$ cat src/rtl/mem_arbiter_pkg.sv
// Shared types for the IFU/LSU data-memory arbiter.
// State encodings, requester IDs and the default response timeout.
package mem_arbiter_pkg;

    typedef enum logic [1:0] {
        ARB_IDLE  = 2'd0,
        ARB_ISSUE = 2'd1,
        ARB_WAIT  = 2'd2,
        ARB_RESP  = 2'd3
    } arb_state_t;

    typedef enum logic {
        ARB_IFU = 1'b0,
        ARB_LSU = 1'b1
    } arb_id_t;

    localparam int ARB_TIMEOUT_DEFAULT = 255;

endpackage

$ cat src/rtl/mem_arbiter.sv
// Round-robin arbiter sharing one memory port between IFU and LSU.
// One outstanding transaction, response timeout, one-cycle response pulse.
module mem_arbiter
    import mem_arbiter_pkg::*;
#(
    parameter int ADDR_W  = 32,
    parameter int DATA_W  = 32,
    parameter int MASK_W  = 4,
    parameter int TIMEOUT = ARB_TIMEOUT_DEFAULT
) (
    input  logic              clk,
    input  logic              rst,
    input  logic              ifu_req_valid,
    output logic              ifu_req_ready,
    input  logic [ADDR_W-1:0] ifu_addr,
    output logic              ifu_resp_valid,
    output logic              ifu_resp_err,
    output logic [DATA_W-1:0] ifu_rdata,
    input  logic              lsu_req_valid,
    output logic              lsu_req_ready,
    input  logic [ADDR_W-1:0] lsu_addr,
    input  logic              lsu_wen,
    input  logic [DATA_W-1:0] lsu_wdata,
    input  logic [MASK_W-1:0] lsu_mask,
    output logic              lsu_resp_valid,
    output logic              lsu_resp_err,
    output logic [DATA_W-1:0] lsu_rdata,
    output logic              mem_req_valid,
    input  logic              mem_req_ready,
    output logic [ADDR_W-1:0] mem_addr,
    output logic              mem_wen,
    output logic [DATA_W-1:0] mem_wdata,
    output logic [MASK_W-1:0] mem_mask,
    input  logic              mem_resp_valid,
    input  logic [DATA_W-1:0] mem_rdata
);

    localparam logic [7:0] TO_LAST = 8'(TIMEOUT - 1);

    arb_state_t        state;
    arb_id_t           last;
    arb_id_t           owner;
    logic [7:0]        cnt;
    logic              grant_ifu;
    logic              grant_lsu;
    logic              done;
    logic              done_err;
    logic [DATA_W-1:0] done_data;

    // Grant uses only state, pointer and valids so no path from mem_* inputs.
    always_comb begin
        grant_ifu = 1'b0;
        grant_lsu = 1'b0;
        if (state == ARB_IDLE && !rst) begin
            if (ifu_req_valid && lsu_req_valid) begin
                grant_lsu = (last == ARB_IFU);
                grant_ifu = (last == ARB_LSU);
            end else begin
                grant_ifu = ifu_req_valid;
                grant_lsu = lsu_req_valid;
            end
        end
    end

    assign ifu_req_ready = grant_ifu;
    assign lsu_req_ready = grant_lsu;

    always_comb begin
        done      = 1'b0;
        done_err  = 1'b0;
        done_data = '0;
        if (state == ARB_WAIT) begin
            if (mem_resp_valid) begin
                done      = 1'b1;
                done_data = mem_wen ? '0 : mem_rdata;
            end else if (cnt == TO_LAST) begin
                done     = 1'b1;
                done_err = 1'b1;
            end
        end
    end

    always_ff @(posedge clk or posedge rst) begin
        if (rst) begin
            state          <= ARB_IDLE;
            last           <= ARB_IFU;
            owner          <= ARB_IFU;
            cnt            <= '0;
            mem_req_valid  <= 1'b0;
            mem_addr       <= '0;
            mem_wen        <= 1'b0;
            mem_wdata      <= '0;
            mem_mask       <= '0;
            ifu_resp_valid <= 1'b0;
            ifu_resp_err   <= 1'b0;
            ifu_rdata      <= '0;
            lsu_resp_valid <= 1'b0;
            lsu_resp_err   <= 1'b0;
            lsu_rdata      <= '0;
        end else begin
            unique case (state)
                ARB_IDLE: begin
                    if (grant_lsu) begin
                        mem_addr      <= lsu_addr;
                        mem_wen       <= lsu_wen;
                        mem_wdata     <= lsu_wen ? lsu_wdata : '0;
                        mem_mask      <= lsu_wen ? lsu_mask : '0;
                        owner         <= ARB_LSU;
                        last          <= ARB_LSU;
                        mem_req_valid <= 1'b1;
                        state         <= ARB_ISSUE;
                    end else if (grant_ifu) begin
                        mem_addr      <= ifu_addr;
                        mem_wen       <= 1'b0;
                        mem_wdata     <= '0;
                        mem_mask      <= '0;
                        owner         <= ARB_IFU;
                        last          <= ARB_IFU;
                        mem_req_valid <= 1'b1;
                        state         <= ARB_ISSUE;
                    end
                end
                ARB_ISSUE: begin
                    if (mem_req_ready) begin
                        mem_req_valid <= 1'b0;
                        cnt           <= '0;
                        state         <= ARB_WAIT;
                    end
                end
                ARB_WAIT: begin
                    if (done) begin
                        state <= ARB_RESP;
                        if (owner == ARB_LSU) begin
                            lsu_resp_valid <= 1'b1;
                            lsu_resp_err   <= done_err;
                            lsu_rdata      <= done_data;
                        end else begin
                            ifu_resp_valid <= 1'b1;
                            ifu_resp_err   <= done_err;
                            ifu_rdata      <= done_data;
                        end
                    end else begin
                        cnt <= cnt + 8'd1;
                    end
                end
                ARB_RESP: begin
                    ifu_resp_valid <= 1'b0;
                    ifu_resp_err   <= 1'b0;
                    ifu_rdata      <= '0;
                    lsu_resp_valid <= 1'b0;
                    lsu_resp_err   <= 1'b0;
                    lsu_rdata      <= '0;
                    state          <= ARB_IDLE;
                end
            endcase
        end
    end

endmodule
$ cat config.mk
export PLATFORM = sky130hd
export DESIGN_NAME = mem_arbiter
export DESIGN_NICKNAME = d
export VERILOG_FILES = /design/src/rtl/mem_arbiter_pkg.sv /design/src/rtl/mem_arbiter.sv
export SDC_FILE = /design/constraint.sdc
export NUM_CORES = 1
export LEC_CHECK = 0
export ABC_AREA = 1
export CORE_UTILIZATION = 40
export CTS_CLUSTER_SIZE = 20
export DETAILED_ROUTE_END_ITERATION = 12
export PLACE_DENSITY_LB_ADDON = 0.15
export SYNTH_ARGS = -nofsm -noshare
export SYNTH_HDL_FRONTEND = slang
export SYNTH_SLANG_ARGS = --single-unit
export TNS_END_PERCENT = 50
$ cat constraint.sdc
create_clock -name clk -period 6 [get_ports clk]
set_input_delay 0.6 -clock clk [delete_from_list [all_inputs] [get_ports clk]]
set_output_delay 0.6 -clock clk [all_outputs]
set_load 0.005 [all_outputs]
* Word level (Yosys, flattened, before mapping)
Cells that the tools add are included.
Operators by class: muxes and demuxes 51, reductions and logical operators 14, bitwise gates (word level) 1, div/mod/pow operators 0, equal/unequal tests 10, multipliers 0, shifts and indexed selects 0, $add $sub $neg 1, order comparisons 0
Operators by type and width (count):
- 32-bit 2-to-1 mux | 11
- 32-bit case mux with 2 select lines | 2
- 1-bit 2-to-1 mux | 22
- 8-bit 2-to-1 mux | 2
- 8-bit case mux with 2 select lines | 1
- 3-bit AND reduction | 5
- 4-bit 2-to-1 mux | 3
- 2-bit != test (second input constant) | 5
- 1-bit case mux with 2 select lines | 5
- 8-bit by 1-bit adder with 8-bit output (second input constant) | 1
- 8-bit equality test (second input constant) | 1
- 2-bit 2-to-1 mux | 4
- 2-bit case mux with 4 select lines | 1
- 2-bit nonzero test | 4
- 2-bit equality test (second input constant) | 2
- 3-bit != test (second input constant) | 1
- 2-bit by 1-bit equality test with 1-bit output (second input constant) | 1
- 1-bit logical AND | 2
- 2-bit logical NOT | 1
- 2-bit AND reduction | 1
- 1-bit logical NOT | 1
- 1-bit NOT | 1
Word-level totals: memory bits (read-only) 0, output and inout bits 140, word-level logic and storage cells 91, memories kept 0, input bits 139, bits in latches 0, memory bits (writable) 0, bits in registers 149

* Depth between registers and ports, before layout
Gate-level depths: netlist of the first run.
depth in word-level cells 6, depth in mapped cells 11, depth with buffers taken out 10

* Worst setup path after synthesis of the first run
No wires, ideal clock.
path kind reg-to-output, start point reg state[0], end point out lsu_req_ready, stages on the path, launching flop included 8, arrival time 1.231 ns, buffers on the path 1, path slack 4.169 ns, data required time 5.400 ns, cells stage by stage dfrtp_1 -> inv_1 -> ha_1 -> inv_1 -> nor2_2 -> nand3_2 -> clkinv_1 -> buf_2
On the way: word-level cells in the longest chain between the ends 3
RTL lines:
- start: declaration | line mem_arbiter.sv:40 | arb_state_t state;
- start signal: assignment | line mem_arbiter.sv:85 | state <= ARB_IDLE;
- start signal: assignment | line mem_arbiter.sv:111 | state <= ARB_ISSUE;
- start signal: assignment | line mem_arbiter.sv:120 | state <= ARB_ISSUE;
- 2-bit logical NOT | line mem_arbiter.sv:54 | if (state == ARB_IDLE && !rst) begin
- 1-bit logical AND | line mem_arbiter.sv:54
- 1-bit 2-to-1 mux | line mem_arbiter.sv:54
- end: declaration | line mem_arbiter.sv:20 | output logic lsu_req_ready,
No other way between the ends.

* Worst setup path after layout of the first run
Same ends and word-level chain as after synthesis.

==> results of run 1 <==
through the flow:
stage	setup WS [ns]	hold WS, ns	std cells	power, mW
after CTS	2.506	0.4810	1295	4.632
after detailed placement	2.584	0.4640	1263	3.535
after global routing	2.348	0.5011	1295	4.908
after floorplan	1.392	0.4711	809	2.500
after global placement	2.570	0.4612	1263	3.511
final	2.509	0.4769	1295	4.571
area by class of cell:
class                      instances  area (µm²)
sequential                       149        3729
inverter                          18       75.07
clock inverter                    13       157.7
fill                            1415        5928
multi-input combinational        596        2522
tap                              216       270.3
timing repair buffer             284        2828
clock buffer                      19       432.9
worst min-delay path, cell delays in order (launching register included):
cell and delay, ns:
dfrtp_1 0.34, nand2_1 0.05, nand2_1 0.06
metal layers:
| metal | track usage [%] | wire length (µm) |
|---|---|---|
| met1 | 28.33 | 7776 |
| met2 | 36.73 | 8763 |
| met3 | 9.020 | 1973 |
| met4 | 7.319 | 223 |
| met5 | 0 | 0 |
registers in the layout (all words and copies together), names as in the netlist:
register / cells
cnt: 8
ifu_rdata: 32
ifu_resp_err: 1
ifu_resp_valid: 1
lsu_rdata: 32
lsu_resp_err: 1
lsu_resp_valid: 1
mem_addr: 32
mem_mask: 4
mem_req_valid: 1
mem_wdata: 32
mem_wen: 1
owner: 1
state: 2
power groups by stage:
stage	clock network, mW	registers, mW	logic [mW]
3_5_place_dp	0	1.62	1.91
6_report	1.07	1.61	1.89
2_1_floorplan	0	1.64	0.864
5_1_grt	1.14	1.66	2.11
3_3_place_gp	0	1.61	1.90
4_1_cts	1.10	1.61	1.92
kinds of logic (layout without fill, tap and decap cells):
| kind of cell | after synthesis | in the layout |
|---|---|---|
| simple gates | 505 | 505 |
| flops | 149 | 149 |
| compound gates | 84 | 84 |
| buf+inv | 64 | 334 |
| fa+ha+maj | 6 | 6 |
| xor+xnor | 1 | 1 |
cells in the mapped netlist (3+ instances only):
| master | instances |
|---|---|
| clkbuf_1 | 15 |
| a21oi_1 | 3 |
| a31oi_1 | 32 |
| nor2_1 | 75 |
| nand3_1 | 4 |
| nand2_1 | 413 |
| buf_2 | 22 |
| o21ai_1 | 3 |
| dfrtp_1 | 149 |
| buf_4 | 3 |
| inv_1 | 14 |
| o21ai_0 | 43 |
| buf_6 | 6 |
| ha_1 | 6 |
| nand2_4 | 3 |
path summary, 6_finish.rpt:
| kind | slack, ns | start | endpoint |
|---|---|---|---|
| setup / recovery | 2.51 | state[0] | lsu_req_ready |
| min in group asynchronous | 0.76 | rst | mem_mask[3] |
| max in group asynchronous | 4.00 | rst | lsu_rdata[27] |
| setup reg to reg | 3.59 | state[0] | lsu_rdata[4] |
| hold / removal | 0.48 | lsu_rdata[30] | lsu_rdata[30] |
| hold reg to reg | 0.48 | lsu_rdata[30] | lsu_rdata[30] |
==> impl_metrics.env, run 1 <==
export IMPL_outcome="complete, no violations"
export IMPL_dp_hpwl_mm=12.55
export IMPL_cp_depth=9
export IMPL_antenna_found_initial=0
export IMPL_grt_setup_unrepaired="false"
export IMPL_clock_fmax_mhz=286.4
export IMPL_synth_edf_count=0
export IMPL_synth_simple_area_share_pct=29.82
export IMPL_post_cts_buffers=0
export IMPL_synth_mux_area_share_pct=0
export IMPL_die_x_um=130.1
export IMPL_root_buffer="clkbuf_16"
export IMPL_synthAdderAreaFrac_pct=1.143
export IMPL_gp_congestion=0.7588
export IMPL_setup_tns_ns=0
export IMPL_relSlewSlack_pct=33.95
export IMPL_yosysWarnings=0
export IMPL_cp_start_kind="flop"
export IMPL_p_sw_mw=1.561
export IMPL_path_cells="inv_1, ha_1, inv_1, nor2_2, nand3_2, buf_4, clkinv_1, buf_4, clkdlybuf4s50_1"
export IMPL_hold_viol_final=0
export IMPL_cts_tree="yes"
export IMPL_async_flop_share_pct=100.0
export IMPL_drt_pass1_iterations=5
export IMPL_vdd_drop_max_uv=204.6
export IMPL_fin_nets=1211
export IMPL_yosys_area_top_type_share_pct=56.78
export IMPL_path_max_fanout=70
export IMPL_ys_types=29
export IMPL_ctsLongestPathBuffers=2
export IMPL_die_y_um=130.1
export IMPL_synth_compound_area_share_pct=7.146
export IMPL_path_delay_family="buffers and inverters"
export IMPL_post_route_min_period_ns=3.491
export IMPL_drc=0
export IMPL_max_cap_viol_count=0
export IMPL_power_frac_comb_pct=41.3
export IMPL_synth_area_mm2=0.006566
export IMPL_post_cts_resized=0
export IMPL_power_density_mw_per_mm2=456.4
export IMPL_cts_buffers=17
export IMPL_viasPerCell=4.644
export IMPL_antenna_left=0
export IMPL_worst_slew_pin_transition_ns=0.9870
export IMPL_cts_sinks=149
export IMPL_fp_row_count=46
export IMPL_grt_usage_pct=22.92
export IMPL_hp_class="flop to flop"
export IMPL_cp_end_kind="output port"
export IMPL_final_area_mm2=0.01001
export IMPL_synth_xor_area_share_pct=0.1334
export IMPL_fin_util_pct=62.82
export IMPL_clk_pin_slew_ns=0.06
export IMPL_path_class="flop to output port"
export IMPL_cpPeakStageDelay_ns=0.57
export IMPL_seqPwrFrac_pct=35.3
export IMPL_cp_slowest_cell="clkdlybuf4s50_1"
export IMPL_holdPathStages=2
export IMPL_fin_worst_skew_ns=0.006947
export IMPL_period_share_pct=58.19
export IMPL_hold_buffers=0
export IMPL_mostFrequentLayoutCells="nand2_1 (413), clkdlybuf4s50_1 (278), dfrtp_1 (149)"
export IMPL_swShare_pct=34.15
export IMPL_grt_pass1_wl_mm=29.67
export IMPL_syn_inst=809
export IMPL_ys_top_cells_by_area="dfrtp_1 (57%), nand2_1 (24%), nor2_1 (4.3%), o21ai_0 (3.3%), a31oi_1 (3.0%)"
export IMPL_grt_pass1_vias=5721
export IMPL_coreArea_mm2=0.01594
export IMPL_clockPowerShare_pct=23.4
export IMPL_ios=279
export IMPL_clk_latency_ns=0.42
export IMPL_htreeDepth=4
export IMPL_critPathArrivalTime_ns=2.89
export IMPL_wl_mm=18.74
export IMPL_final_common_cell="nand2_1"
export IMPL_syn_avg_cell_area_um2=8.117
export IMPL_drt_iter0_drc=371
export IMPL_setup_viol=0
export IMPL_area_growth_pct=52.52
export IMPL_cp_required_ns=5.40
export IMPL_vias=6014
export IMPL_place_area_mm2=0.009424
export IMPL_intPower_mw=3.010
export IMPL_drive_gt1_share_pct=4.727
export IMPL_die_area_mm2=0.01693
export IMPL_p_leak_nw=4.653
export IMPL_diodes=0
export IMPL_ys_ff_latch=149
export IMPL_wl_per_cell_um=14.47
export IMPL_yosys_area_top_type="dfrtp_1"
export IMPL_synth_seq_area_share_pct=56.78
export IMPL_port_buffer_count=278
export IMPL_cp_num_buf_inv=6
export IMPL_initial_core_util_pct=41.19
export IMPL_rr_worst_depth=9
export IMPL_synth_top_family_by_area="simple AND/OR/NAND/NOR gates"
export IMPL_yosys_most_used_dff="dfrtp_1"
export IMPL_synth_fp_nets=954
export IMPL_grt_overflow_total=0
export IMPL_grt_max_degree=96
export IMPL_slew_violations=0
No activity file was read; power rests on OpenSTA's default activity.
==> run 2, diff against run 1 <==
--- a/config.mk
+++ b/config.mk
@@ -6,7 +6,7 @@
 export NUM_CORES = 1
 export LEC_CHECK = 0
 export ABC_AREA = 1
-export CORE_UTILIZATION = 40
+export CORE_UTILIZATION = 39
 export CTS_CLUSTER_SIZE = 20
 export DETAILED_ROUTE_END_ITERATION = 12
 export PLACE_DENSITY_LB_ADDON = 0.15
==> constraint.sdc (replaced) <==
create_clock -name clk -period 3 [get_ports clk]
set_input_delay 0.3 -clock clk [delete_from_list [all_inputs] [get_ports clk]]
set_output_delay 0.3 -clock clk [all_outputs]
set_load 0.005 [all_outputs]
==> run 2 against run 1 <==
  * Via count up 0.96%
  * First-iteration DRC count fell by 5.1%
  * Count of clock-buffer cells in the layout unchanged
  * Critical endpoint is now lsu_rdata[18]
  * Largest cell class unchanged
  * Highest routed layer unchanged
==> impl_metrics.env, run 2 (same netlist as run 1, synthesis figures left out) <==
export IMPL_initial_core_util_pct=39.74
export IMPL_cp_required_ns=3.30
export IMPL_grt_pass1_wl_mm=31.93
export IMPL_cts_tree="yes"
export IMPL_diodes=0
export IMPL_final_common_cell="nand2_1"
export IMPL_critPathArrivalTime_ns=2.72
export IMPL_cts_sinks=149
export IMPL_post_cts_buffers=0
export IMPL_hold_viol_final=0
export IMPL_setup_tns_ns=0
export IMPL_post_route_min_period_ns=2.427
export IMPL_clk_latency_ns=0.42
export IMPL_clock_fmax_mhz=412.0
export IMPL_path_class="flop to flop"
export IMPL_final_area_mm2=0.01004
export IMPL_fin_nets=1215
export IMPL_drt_iter0_drc=352
export IMPL_design_power_total_mw=9.138
export IMPL_port_buffer_count=278
export IMPL_wl_mm=19.70
export IMPL_post_cts_resized=0
export IMPL_drt_pass1_iterations=4
export IMPL_final_fill_count=1482
export IMPL_antenna_found_initial=0
export IMPL_relSlewSlack_pct=39.15
export IMPL_ctsLongestPathBuffers=2
export IMPL_dp_hpwl_mm=13.36
export IMPL_worst_slew_pin_transition_ns=0.9126
export IMPL_die_x_um=131.8
export IMPL_setup_viol=0
export IMPL_coreArea_mm2=0.01652
export IMPL_outcome="complete, no violations"
export IMPL_antenna_left=0
export IMPL_area_growth_pct=52.90
export IMPL_clk_pin_slew_ns=0.06
export IMPL_power_density_mw_per_mm2=910.2
export IMPL_grt_pass1_vias=6030
export IMPL_grt_usage_pct=23.71
export IMPL_p_leak_nw=4.671
export IMPL_vias=6072
export IMPL_mostFrequentLayoutCells="nand2_1 (413), clkdlybuf4s50_1 (278), dfrtp_1 (149)"
export IMPL_root_buffer="clkbuf_16"
export IMPL_hold_buffers=0
export IMPL_htreeDepth=4
export IMPL_grt_setup_unrepaired="false"
export IMPL_die_y_um=131.8
export IMPL_wl_per_cell_um=15.13
export IMPL_cp_end_kind="flop"
export IMPL_cts_buffers=17
export IMPL_grt_overflow_total=0
export IMPL_vdd_drop_max_uv=435.3
export IMPL_gp_congestion=0.8356
export IMPL_period_share_pct=80.90
export IMPL_cp_start_kind="flop"
export IMPL_fin_worst_skew_ns=0.008568
export IMPL_place_area_mm2=0.009475
export IMPL_ios=279
export IMPL_die_area_mm2=0.01736
export IMPL_viasPerCell=4.664
export IMPL_grt_max_degree=88
export IMPL_slew_violations=0
export IMPL_hp_class="input pin to asynchronous set/reset pin"
export IMPL_path_max_fanout=36
export IMPL_fp_row_count=47
export IMPL_max_cap_viol_count=0
export IMPL_whs_ns=0.2684
export IMPL_drc=0
export IMPL_drive_gt1_share_pct=4.991
run 2: metrics by stage:
stage	cells	setup WS, ns	utilization [%]
3_5_place_dp	1271	0.5969	57.34
4_1_cts	1302	0.5398	60.76
2_1_floorplan	809	0.8250	-
3_3_place_gp	1271	0.6915	57.34
6_report	1302	0.5731	60.76
5_1_grt	1302	0.3504	60.76
run 2: per-layer routing:
layer | GRT usage, % | up-vias | part of all wire, %
met5 | 0 | - | 0
met4 | 8.721 | 0 | 1.7
met3 | 8.228 | 22 | 7.8
met2 | 37.77 | 201 | 47
met1 | 29.84 | 2808 | 43
li1 | - | 3041 | -
run 2: critical path, stage by stage (launching register included):
cell and delay, ns:
dfrtp_1 0.41, inv_1 0.11, ha_1 0.21, inv_2 0.12, nor2_1 0.19, nand2_4 0.11
nand2_4 0.32, clkinv_2 0.53, nand2_1 0.21, nand2_1 0.07
run 2: cell type report:
cell class                      instances  area, µm²  share of cell area (%)
Sequential cell                       149       3729                   37.14
Timing Repair Buffer                  288       2883                   28.71
Multi-Input combinational cell        596       2515                   25.05
Clock buffer                           19      432.9                   4.312
Tap cell                              220      275.3                   2.742
Clock inverter                         12      131.4                   1.309
Inverter                               18      73.82                  0.7353
run 2: path summary, 6_finish.rpt:
path,start,end,slack (ns),depth (start not counted)
setup / recovery,state[0],lsu_rdata[18],0.57,9
hold / removal,rst,ifu_rdata[16],0.27,2
setup reg to reg,state[0],lsu_rdata[18],0.57,9
hold reg to reg,ifu_rdata[15],ifu_rdata[15],0.48,2
max in group asynchronous,rst,mem_addr[25],1.93,3
min in group clk,lsu_addr[21],mem_addr[21],0.43,3
run 2: report_power, final:
| part | switching (mW) | internal, mW | leakage, nW | total, mW |
|---|---|---|---|---|
| Sequential | 0.440 | 2.79 | 1.92 | 3.23 |
| Clock | 0.841 | 1.22 | 0.277 | 2.06 |
| Combinational | 1.89 | 1.96 | 2.48 | 3.85 |
==> run 3, diff against run 2 <==
==> constraint.sdc (replaced) <==
create_clock -name clk -period 2 [get_ports clk]
set_input_delay 0.2 -clock clk [delete_from_list [all_inputs] [get_ports clk]]
set_output_delay 0.2 -clock clk [all_outputs]
set_load 0.005 [all_outputs]
==> run 3 against run 2 <==
  * Count of clock-buffer cells in the layout is 3 higher
  * Die area is the same
  * Critical path type is now flop to output port
  * First-iteration DRC count shrank 24%
  * Via count is 1.5% higher
  * Non-clock buffer count rose by 14
  * Critical endpoint is now lsu_req_ready
  * Global-route usage shrank 0.44 points
  * Total power up 56%
  * Clock power increased by 63%
==> impl_metrics.env, run 3 (same netlist as run 1, synthesis figures left out) <==
export IMPL_outcome="complete, no violations"
export IMPL_gp_congestion=0.7993
export IMPL_busiest_layer="met2"
export IMPL_drc=0
export IMPL_die_x_um=131.8
export IMPL_antenna_found_initial=0
export IMPL_register_area_mm2=0.003729
export IMPL_cp_depth=7
export IMPL_drt_pass1_iterations=4
export IMPL_cts_buffers=17
export IMPL_cp_slowest_cell="dfrtp_1"
export IMPL_cts_tree="yes"
export IMPL_drive_gt1_share_pct=6.563
export IMPL_cp_end_kind="output port"
export IMPL_wl_per_cell_um=14.83
export IMPL_slew_violations=0
export IMPL_period_share_pct=91.66
export IMPL_setup_viol=0
export IMPL_fin_nets=1229
export IMPL_port_buffer_count=278
export IMPL_grt_use_met2_pct=36.74
export IMPL_area_growth_pct=55.94
export IMPL_clk_latency_ns=0.42
export IMPL_vias=6165
export IMPL_p_leak_nw=4.770
export IMPL_power_density_mw_per_mm2=1391
export IMPL_antenna_left=0
export IMPL_final_fill_count=1498
export IMPL_path_class="flop to output port"
export IMPL_htreeDepth=4
export IMPL_whs_ns=0.3313
export IMPL_diodes=0
export IMPL_hold_viol_final=0
export IMPL_grt_setup_unrepaired="false"
export IMPL_cpMostUsedCell="inv_1"
export IMPL_holdPathStages=3
export IMPL_coreArea_mm2=0.01652
export IMPL_relSlewSlack_pct=70.71
export IMPL_max_cap_viol_count=0
export IMPL_wl_mm=19.53
export IMPL_ios=279
export IMPL_die_area_mm2=0.01736
export IMPL_critPathArrivalTime_ns=1.63
export IMPL_cp_required_ns=1.80
export IMPL_clk_pin_slew_ns=0.06
export IMPL_grt_overflow_total=0
export IMPL_vdd_drop_max_uv=609.5
export IMPL_die_y_um=131.8
export IMPL_rr_worst_depth=10
export IMPL_grt_usage_pct=23.27
export IMPL_placed_cells=1283
export IMPL_cpPeakStageDelay_ns=0.38
export IMPL_path_max_fanout=3
export IMPL_worst_slew_pin_transition_ns=0.4394
export IMPL_drt_iter0_drc=268
export IMPL_met3_usage_pct=8.804
export IMPL_cts_sinks=149
export IMPL_fp_row_count=47
export IMPL_path_cells="inv_1, ha_2, inv_1, nor2_4, nand3_2, clkinv_1, clkbuf_2"
export IMPL_viasPerCell=4.681
export IMPL_fin_worst_skew_ns=0.009214
export IMPL_final_common_cell="nand2_1"
export IMPL_clock_fmax_mhz=545.5
export IMPL_finalNonFillerCells=1317
export IMPL_initial_core_util_pct=39.74
export IMPL_grt_pass1_wl_mm=31.65
export IMPL_grt_max_degree=78
export IMPL_ctsLongestPathBuffers=2
export IMPL_mostFrequentLayoutCells="nand2_1 (413), clkdlybuf4s50_1 (276), dfrtp_1 (149)"
export IMPL_dp_hpwl_mm=13.66
export IMPL_post_route_min_period_ns=1.833
export IMPL_cp_start_kind="flop"
export IMPL_root_buffer="clkbuf_16"
export IMPL_hp_class="input pin to flop"
export IMPL_multi_input_area_mm2=0.002522
export IMPL_cp_num_buf_inv=4
export IMPL_use_met1_pct=29.36
export IMPL_path_delay_family="flip-flops"
export IMPL_grt_pass1_vias=6035
run 3: area by class of cell:
type	instances	area share [%]
sequential	149	36.41
timing repair buffer	302	29.48
multi-input combinational	596	24.63
clock buffer	22	4.631
tap	220	2.688
clock inverter	10	1.430
inverter	18	0.7209
run 3: what timing repair did:
| item | CTS | global route |
|---|---|---|
| setup buffers | 2 | 0 |
| pin swaps | 0 | 2 |
| hold buffers | 0 | 0 |
| resized for setup | 4 | 5 |
| setup endpoints to repair | 2 | 16 |
run 3: power by group:
part / switching [mW] / internal (mW)
clock network: 1.28 / 2.07
logic: 2.92 / 3.15
registers: 0.637 / 4.18
run 3: metal layers:
metal  vias up  share of wire [%]
li1       3078                  -
met1      2849                 43
met2       213                 47
met3        25                9.0
met4         0                1.8
met5         -                  0
run 3: worst paths after layout:
check,slack [ns],start,endpoint
max in group asynchronous,1.28,rst,ifu_rdata[14]
setup / recovery,0.17,state[1],lsu_req_ready
hold / removal,0.33,lsu_addr[17],mem_addr[17]
setup reg to reg,0.20,state[1],lsu_rdata[29]
hold reg to reg,0.47,lsu_rdata[12],lsu_rdata[12]
min in group asynchronous,0.37,rst,state[0]
run 3: worst reg2reg max path, cell delays in order (launching register included):
cell and delay (ns):
dfrtp_1 0.38, buf_4 0.14, ha_1 0.21, inv_2 0.18
nand2_1 0.09, o21ai_1 0.15, nand2_4 0.09, clkinv_2 0.05
buf_6 0.24, nand2_1 0.11, nand2_1 0.08
run 3: per-stage QoR:
stage	power, mW	utilization [%]	cell area (µm²)	setup WS [ns]	TNS (ns)
finish	14.24	61.97	10240	0.1669	0
global route	15.15	61.97	10240	0.04684	0
CTS	14.37	61.99	10240	0.02300	0
detailed placement	10.92	58.11	9603	0.1054	0
global placement	10.85	58.11	9603	0.1512	0
floorplan	7.502	-	6570	-0.07498	-11.17
